<file path="src/rtl/jstk_spi_slave_pkg.sv">
// Shared definitions for the PmodJSTK SPI slave emulator.
package jstk_spi_slave_pkg;

  localparam int unsigned JSTK_FRAME_BYTES = 5;
  localparam logic [5:0]  JSTK_LED_CMD_HDR = 6'b100000;

  typedef enum logic {
    IDLE   = 1'b0,
    ACTIVE = 1'b1
  } jstk_state_e;

  // Response byte for a given frame position; positions past the payload read 0x00.
  function automatic logic [7:0] jstk_tx_byte(input logic [2:0] idx,
                                              input logic [9:0] x,
                                              input logic [9:0] y,
                                              input logic [2:0] btns);
    logic [7:0] b;
    b = '0;
    case (idx)
      3'd0:    b = x[7:0];
      3'd1:    b = {6'b0, x[9:8]};
      3'd2:    b = y[7:0];
      3'd3:    b = {6'b0, y[9:8]};
      3'd4:    b = {5'b0, btns};
      default: b = '0;
    endcase
    return b;
  endfunction

endpackage

</file>
<file path="src/rtl/jstk_spi_slave_if.sv">
// SPI pins plus joystick/LED side-band signals of the JSTK slave.
interface jstk_spi_slave_if;
  logic       SS;
  logic       SCLK;
  logic       MOSI;
  logic       MISO;
  logic [9:0] X_POS;
  logic [9:0] Y_POS;
  logic [2:0] BTNS;
  logic [1:0] LED;
  logic       CMD_VALID;
  logic       FRAME_DONE;
  logic       BUSY;

  modport slave (
    input  SS, SCLK, MOSI, X_POS, Y_POS, BTNS,
    output MISO, LED, CMD_VALID, FRAME_DONE, BUSY
  );

  modport master (
    output SS, SCLK, MOSI, X_POS, Y_POS, BTNS,
    input  MISO, LED, CMD_VALID, FRAME_DONE, BUSY
  );
endinterface

</file>
<file path="src/rtl/jstk_spi_slave_sync_edge.sv">
// Multi-flop synchroniser with single-cycle rise/fall pulses.
module sync_edge #(
  parameter int unsigned STAGES  = 2,
  parameter logic        RST_VAL = 1'b0
) (
  input  logic clk_i,
  input  logic rst_i,
  input  logic d_i,
  output logic q_o,
  output logic rise_o,
  output logic fall_o
);

  logic [STAGES-1:0] sync_q;
  logic              dly_q;

  // Shift the async input through the chain; keep one extra delayed copy for edges.
  always_ff @(posedge clk_i or posedge rst_i) begin
    if (rst_i) begin
      sync_q <= {STAGES{RST_VAL}};
      dly_q  <= RST_VAL;
    end else begin
      sync_q <= {sync_q[STAGES-2:0], d_i};
      dly_q  <= sync_q[STAGES-1];
    end
  end

  assign q_o    = sync_q[STAGES-1];
  assign rise_o = sync_q[STAGES-1] & ~dly_q;
  assign fall_o = ~sync_q[STAGES-1] & dly_q;

endmodule

</file>
<file path="src/rtl/jstk_spi_slave.sv">
// SPI mode-0 slave emulating the PmodJSTK: returns X/Y/buttons, accepts LED commands.
module jstk_spi_slave
  import jstk_spi_slave_pkg::*;
#(
  parameter int unsigned SYNC_STAGES = 2,
  parameter int unsigned FRAME_BYTES = JSTK_FRAME_BYTES
) (
  input  logic            CLK,
  input  logic            RST,
  jstk_spi_slave_if.slave bus
);

  localparam logic [2:0] FB = 3'(FRAME_BYTES);

  logic ss_s, ss_rise, ss_fall;
  logic sclk_s, sclk_rise, sclk_fall;
  logic mosi_s, mosi_rise, mosi_fall;
  logic unused_sync;

  sync_edge #(.STAGES(SYNC_STAGES), .RST_VAL(1'b1)) u_ss (
    .clk_i(CLK), .rst_i(RST), .d_i(bus.SS),
    .q_o(ss_s), .rise_o(ss_rise), .fall_o(ss_fall)
  );
  sync_edge #(.STAGES(SYNC_STAGES), .RST_VAL(1'b0)) u_sclk (
    .clk_i(CLK), .rst_i(RST), .d_i(bus.SCLK),
    .q_o(sclk_s), .rise_o(sclk_rise), .fall_o(sclk_fall)
  );
  sync_edge #(.STAGES(SYNC_STAGES), .RST_VAL(1'b0)) u_mosi (
    .clk_i(CLK), .rst_i(RST), .d_i(bus.MOSI),
    .q_o(mosi_s), .rise_o(mosi_rise), .fall_o(mosi_fall)
  );

  assign unused_sync = ^{sclk_s, mosi_rise, mosi_fall};

  jstk_state_e state_q;
  logic [9:0]  x_q, y_q;
  logic [2:0]  btns_q;
  logic [7:0]  tx_q, rx_q, rx_d;
  logic [2:0]  bit_q, bit_d, byte_q, byte_d;
  logic [7:0]  tx_load_d, tx_first_d;
  logic        miso_q, cmd_q, done_q, busy_q;
  logic [1:0]  led_q;
  logic        sclk_r, sclk_f;

  // SCLK edges only count while SS is low.
  assign sclk_r = sclk_rise & ~ss_s;
  assign sclk_f = sclk_fall & ~ss_s;

  // Next values for the rx shifter, counters and tx byte selection.
  always_comb begin
    rx_d       = {rx_q[6:0], mosi_s};
    bit_d      = bit_q + 3'd1;
    byte_d     = (bit_q == 3'd7 && byte_q < FB) ? byte_q + 3'd1 : byte_q;
    tx_load_d  = (byte_q >= FB) ? '0 : jstk_tx_byte(byte_q, x_q, y_q, btns_q);
    tx_first_d = jstk_tx_byte(3'd0, bus.X_POS, bus.Y_POS, bus.BTNS);
  end

  // Frame FSM with counters, shifters and registered outputs; SS edges take priority over SCLK.
  always_ff @(posedge CLK or posedge RST) begin
    if (RST) begin
      state_q <= IDLE;
      x_q     <= '0;
      y_q     <= '0;
      btns_q  <= '0;
      tx_q    <= '0;
      rx_q    <= '0;
      bit_q   <= '0;
      byte_q  <= '0;
      miso_q  <= 1'b0;
      led_q   <= '0;
      cmd_q   <= 1'b0;
      done_q  <= 1'b0;
      busy_q  <= 1'b0;
    end else begin
      cmd_q  <= 1'b0;
      done_q <= 1'b0;
      case (state_q)
        IDLE: begin
          miso_q <= 1'b0;
          if (ss_fall) begin
            state_q <= ACTIVE;
            x_q     <= bus.X_POS;
            y_q     <= bus.Y_POS;
            btns_q  <= bus.BTNS;
            tx_q    <= tx_first_d;
            miso_q  <= tx_first_d[7];
            bit_q   <= '0;
            byte_q  <= '0;
            busy_q  <= 1'b1;
          end
        end
        ACTIVE: begin
          if (ss_rise) begin
            state_q <= IDLE;
            busy_q  <= 1'b0;
            miso_q  <= 1'b0;
            done_q  <= (byte_q >= FB) && (bit_q == 3'd0);
            bit_q   <= '0;
            byte_q  <= '0;
          end else if (sclk_r) begin
            rx_q   <= rx_d;
            bit_q  <= bit_d;
            byte_q <= byte_d;
            if (bit_q == 3'd7 && byte_q == 3'd0 && rx_d[7:2] == JSTK_LED_CMD_HDR) begin
              led_q <= rx_d[1:0];
              cmd_q <= 1'b1;
            end
          end else if (sclk_f) begin
            if (bit_q != 3'd0) begin
              tx_q   <= {tx_q[6:0], 1'b0};
              miso_q <= tx_q[6];
            end else begin
              tx_q   <= tx_load_d;
              miso_q <= tx_load_d[7];
            end
          end
        end
        default: state_q <= IDLE;
      endcase
    end
  end

  assign bus.MISO       = miso_q;
  assign bus.LED        = led_q;
  assign bus.CMD_VALID  = cmd_q;
  assign bus.FRAME_DONE = done_q;
  assign bus.BUSY       = busy_q;

endmodule

</file>
<file path="src/flat_wrapper.sv">
// flat-port wrapper written by rule: the top's interface ports become plain ports
module jstk_spi_slave_flat import jstk_spi_slave_pkg::*;
#(
  parameter int unsigned SYNC_STAGES = 2,
  parameter int unsigned FRAME_BYTES = JSTK_FRAME_BYTES
)
  (CLK, RST, bus_SS, bus_SCLK, bus_MOSI, bus_X_POS, bus_Y_POS, bus_BTNS, bus_MISO, bus_LED, bus_CMD_VALID, bus_FRAME_DONE, bus_BUSY);
  jstk_spi_slave_if bus_i ();
  input  logic CLK;
  input  logic RST;
  input wire logic [$bits(bus_i.SS)-1:0] bus_SS;
  input wire logic [$bits(bus_i.SCLK)-1:0] bus_SCLK;
  input wire logic [$bits(bus_i.MOSI)-1:0] bus_MOSI;
  input wire logic [$bits(bus_i.X_POS)-1:0] bus_X_POS;
  input wire logic [$bits(bus_i.Y_POS)-1:0] bus_Y_POS;
  input wire logic [$bits(bus_i.BTNS)-1:0] bus_BTNS;
  output wire logic [$bits(bus_i.MISO)-1:0] bus_MISO;
  output wire logic [$bits(bus_i.LED)-1:0] bus_LED;
  output wire logic [$bits(bus_i.CMD_VALID)-1:0] bus_CMD_VALID;
  output wire logic [$bits(bus_i.FRAME_DONE)-1:0] bus_FRAME_DONE;
  output wire logic [$bits(bus_i.BUSY)-1:0] bus_BUSY;
  assign bus_i.SS = bus_SS;
  assign bus_i.SCLK = bus_SCLK;
  assign bus_i.MOSI = bus_MOSI;
  assign bus_i.X_POS = bus_X_POS;
  assign bus_i.Y_POS = bus_Y_POS;
  assign bus_i.BTNS = bus_BTNS;
  assign bus_MISO = bus_i.MISO;
  assign bus_LED = bus_i.LED;
  assign bus_CMD_VALID = bus_i.CMD_VALID;
  assign bus_FRAME_DONE = bus_i.FRAME_DONE;
  assign bus_BUSY = bus_i.BUSY;
  jstk_spi_slave #(.SYNC_STAGES(SYNC_STAGES), .FRAME_BYTES(FRAME_BYTES)) u_core (.CLK(CLK), .RST(RST), .bus(bus_i));
endmodule
</file>
<file path="config.mk">
export PLATFORM = sky130hd
export DESIGN_NAME = jstk_spi_slave_flat
export DESIGN_NICKNAME = d
export VERILOG_FILES = /design/src/rtl/jstk_spi_slave_pkg.sv /design/src/rtl/jstk_spi_slave_if.sv /design/src/rtl/jstk_spi_slave_sync_edge.sv /design/src/rtl/jstk_spi_slave.sv /design/src/flat_wrapper.sv
export SDC_FILE = /design/constraint.sdc
export NUM_CORES = 1
export LEC_CHECK = 0
export ABC_AREA = 1
export CELL_PAD_IN_SITES_DETAIL_PLACEMENT = 2
export CELL_PAD_IN_SITES_GLOBAL_PLACEMENT = 2
export CORE_AREA = 2 2 82 123
export CTS_CLUSTER_DIAMETER = 80
export DETAILED_ROUTE_END_ITERATION = 8
export DIE_AREA = 0 0 84 125
export PLACE_DENSITY = 0.71
export SYNTH_ARGS = -nofsm -noshare
export SYNTH_HDL_FRONTEND = slang
export SYNTH_SLANG_ARGS = --single-unit
</file>
<file path="constraint.sdc">
create_clock -name CLK -period 2.1 [get_ports CLK]
set_clock_uncertainty 0.2 [all_clocks]
set_input_delay 0.63 -clock CLK [delete_from_list [all_inputs] [get_ports CLK]]
set_output_delay 0.63 -clock CLK [all_outputs]
set_load 0.03 [all_outputs]
</file>
==> results.txt <==
The flow ran to the end, and the final reports show no timing, DRC or antenna violations. The remaining antenna violation count was 0. The kind of path behind the tightest hold check is reg -> reg. The logs give 0 for the count of final max-slew check failures and 0 for the count of antenna diodes in the layout. For the met2 demand-to-capacity share in global routing, the log shows 0.297. On the critical path the largest part of the delay comes from buffers and inverters.

Leaving out fill and tap cells, the most frequent cell in the layout is nand2_1. The number of clock buffers added by TritonCTS is 9. The top cell types in the final layout, fill and taps aside, are nand2_1, dfrtp_1, clkdlybuf4s50_1. The post-synthesis instance area was 2770 um^2; the critical path data arrival time was 1.08 ns. The worst register-to-register path begins at u_core.byte_q[1]$_DFFE_PP0P_.

The run gives 0.701 as the headroom to the max-slew limit. The count of buffers added on input and output ports is 33. The total routing usage reported by global routing was 0.165; the length in cells of the worst reg-to-reg path was 8. Among all stages on the critical path, the largest delay is contributed by dlygate4sd2_1.

The deepest clock path buffer count was 2; the number of storage elements in the synthesis netlist was 58. Entering global routing, the biggest net connects 34 pins. In the routed design, unresolved DRC markers number 0. The number of hold buffers added after CTS was 0. The depth of the worst hold-timing path was 0.

Across the run, the number of max-cap violations was 0. The number of clock sinks seen by CTS was 58; the met3 usage in global routing was 0.0409. STA classifies the critical path startpoint as a flop. In this run, placement finished with an instance count of 474. Adding up every negative setup slack in the final design gives 0 ns. The initial antenna violation count is 0, and the global-route congestion overflow total is 0.

The analysis attributes to cell leakage a power of 0.00175 uW. Per-cell routed wire length: 15.8 um. The cell count after synthesis came out at 327. The required time of the worst setup path came out at 1.27 ns.

Detailed placement finished with a half-perimeter wire length of 5540 um. The worst path in the final design needs a cycle of 1.91 ns, including I/O delays and setup. The width of the die was 84 um.

The pre-antenna-repair detailed-routing pass consisted of 4 iterations. After detailed routing, the number of vias per cell comes to 4.67. The tools report the post-synthesis sequential area ratio as 0.525. The share of synthesized flip-flops with an asynchronous set or reset is 1.00, and the synthesized area per cell is 8.47 um^2. At the end of routability-driven placement, the weighted congestion stood at 0.749. The run gives 1130 um^2 as the area taken by multi-input logic gates. In this run the count of I/O pins placed on the die edge is 34. The number of global-route vias before repair was 2,695. The maximum fanout encountered on the critical timing path is 2. The most congested layer reported by global routing was met2.

The Yosys step of the flow raised 0 warnings. Counting distinct cell types in the post-synthesis netlist gives 26. Detailed-route wire length: 7740 um.

The worst hold path begins at u_core.u_sclk.sync_q[0]$_DFF_PP0_. The post-layout instance count excluding filler cells was 490. Starting utilization of the core area: 0.291. The die covers 10,500 um^2.

The combined buffer and inverter count along the critical path works out to 1. The peak ir drop on the vdd network was 486 uV. In this run the core area contains 44 standard-cell rows. The logs give 0.180 for the met1 global-route usage and 0.33 ns for the latest clock arrival within the worst-skew pair. In this design, the stage delay of the slowest critical-path cell is 0.40 ns.

The count of H-tree levels built during CTS was 3. The run gives 13,400 um as the wire length of the first global-routing pass. The critical path in this run is classified as reg -> out.

Timing would allow up to 0.524 GHz. The number of nets produced by synthesis is 363. End of the worst register-to-register path: u_core.tx_q[2]$_DFFE_PP0P_. Setup repair after global routing left no endpoint under its margin.

In this run, synthesis inferred 0 flip-flops with an integrated enable. The area added between synthesis and finish was 28.1%; the area of all sequential standard cells was 1460 um^2. In this run the vertical extent of the chip is 125 um. End point of the most critical hold path: u_core.u_sclk.sync_q[1]$_DFF_PP0_. Initial DRC count: 61. Dividing total power by cell area gives a power density of 1050 nW/um^2. Setup slack on the worst reg-to-reg path comes out at 0.26 ns. The number of filler instances in the final layout is 1,078. Setup violations remaining at the end of the flow were counted as 0. The cell sitting at the root of the clock tree is a clkbuf_16. Category of the worst setup path capture point: a primary output. In this run the standard cell core region covers 9520 um^2. The final worst-path cycle share was 0.908. The clock-pin slew of the registers on the worst-case setup and hold paths was 0.05 ns. The signal on the critical path passes through dlygate4sd2_1. TritonCTS built the clock tree. The share of post-route cells with drive strength above 1 was 0.136.

The run gives 0 as the number of failing hold endpoints at the final stage. For the pin with the worst max-slew slack, the measured transition is 0.448 ns. After the last flow step, the layout net total stands at 406.

The via total after detailed routing was 2,290. For this run, the leading register cell type out of synthesis is dfrtp_1.
==> metal layers <==
layer	wire length [um]	vias up
li1	-	1105
met1	2970	1132
met5	0	-
met4	201	0
met2	4310	39
met3	263	14
==> layout make-up <==
class                           count  area share
Sequential cell                    58       0.410
Multi-Input combinational cell    229       0.318
Timing Repair Buffer               40       0.113
Clock buffer                       13      0.0705
Tap cell                          115      0.0405
Inverter                           32      0.0374
Clock inverter                      3      0.0113
==> sequential cells by signal (all words and copies together) (netlist names) <==
register and count:
u_core.bit_q 3, u_core.btns_q 3, u_core.bus.BUSY 1, u_core.bus.CMD_VALID 1, u_core.bus.FRAME_DONE 1, u_core.bus.LED 2, u_core.bus.MISO 1, u_core.byte_q 3
u_core.rx_q 7, u_core.state_q 1, u_core.tx_q 7, u_core.u_mosi.sync_q 2, u_core.u_sclk.dly_q 1, u_core.u_sclk.sync_q 2, u_core.u_ss.dly_q 1, u_core.u_ss.sync_q 2
u_core.x_q 10, u_core.y_q 10
==> through the flow <==
| step | setup slack, ns | hold slack, ns | cell area, um^2 | util | power (uW) |
|---|---|---|---|---|---|
| final | 0.193 | 0.147 | 3550 | 0.373 | 3720 |
| after global routing | 0.0644 | 0.163 | 3550 | 0.373 | 3960 |
| after CTS | 0.163 | 0.151 | 3550 | 0.373 | 3800 |
| after detailed placement | 0.250 | 0.138 | 3270 | 0.343 | 2320 |
| after global placement | 0.277 | 0.133 | 3270 | 0.343 | 2260 |
| after floorplan | 0.468 | 0.131 | 2770 | - | 1990 |
==> power breakdown <==
| part | internal [uW] | switching, uW | leakage, uW |
|---|---|---|---|
| combinational | 304 | 524 | 0.000893 |
| sequential | 1320 | 132 | 0.000715 |
| clock | 946 | 495 | 0.000144 |
==> worst max path at each step <==
stage / from / endpoint / slack [ns] / cells after the start
2_1_floorplan: u_core.byte_q[0]$_DFFE_PP0P_ / u_core.tx_q[0]$_DFFE_PP0P_ / 0.47 / 8
3_3_place_gp: u_core.byte_q[1]$_DFFE_PP0P_ / u_core.tx_q[2]$_DFFE_PP0P_ / 0.28 / 8
3_5_place_dp: u_core.bit_q[0]$_DFFE_PP0P_ / u_core.tx_q[2]$_DFFE_PP0P_ / 0.25 / 8
4_1_cts: u_core.bus.MISO$_DFFE_PP0P_ / bus_MISO / 0.16 / 1
5_1_grt: u_core.bit_q[0]$_DFFE_PP0P_ / u_core.tx_q[1]$_DFFE_PP0P_ / 0.06 / 8
6_report: u_core.bus.LED[0]$_DFFE_PP0P_ / bus_LED[0] / 0.19 / 1
==> synthesized netlist by cell type (2+ instances only) <==
cell | instances | share of area
o21ai_2 | 3 | 0.0095
a21oi_1 | 12 | 0.022
o21ai_0 | 12 | 0.022
dfrtp_1 | 55 | 0.50
inv_4 | 3 | 0.0068
nand2_1 | 122 | 0.17
buf_6 | 3 | 0.012
dfstp_2 | 3 | 0.028
nand2_4 | 4 | 0.016
nor2_1 | 22 | 0.030
nand2_2 | 3 | 0.0068
nor2_2 | 2 | 0.0045
inv_2 | 3 | 0.0041
inv_1 | 25 | 0.034
o21ai_1 | 9 | 0.016
ha_1 | 8 | 0.036
nand3_1 | 21 | 0.038
buf_2 | 5 | 0.0090
nor2_4 | 5 | 0.020
==> kinds of logic (layout without fill, tap and decap cells) <==
kind of cell,count (synthesis),after routing,synth area share
buffers and inverters,40,88,0.0677
DFF,58,58,0.525
adders and majority gates,8,8,0.0361
AOI/OAI and AO/OA,38,38,0.0750
and+or+nand+nor,183,183,0.296
==> timing repair <==
item                       CTS  global route
buffers inserted             0             0
setup endpoints to repair    6             0
resized for setup            6             0
No activity file was read; power rests on OpenSTA's default activity.
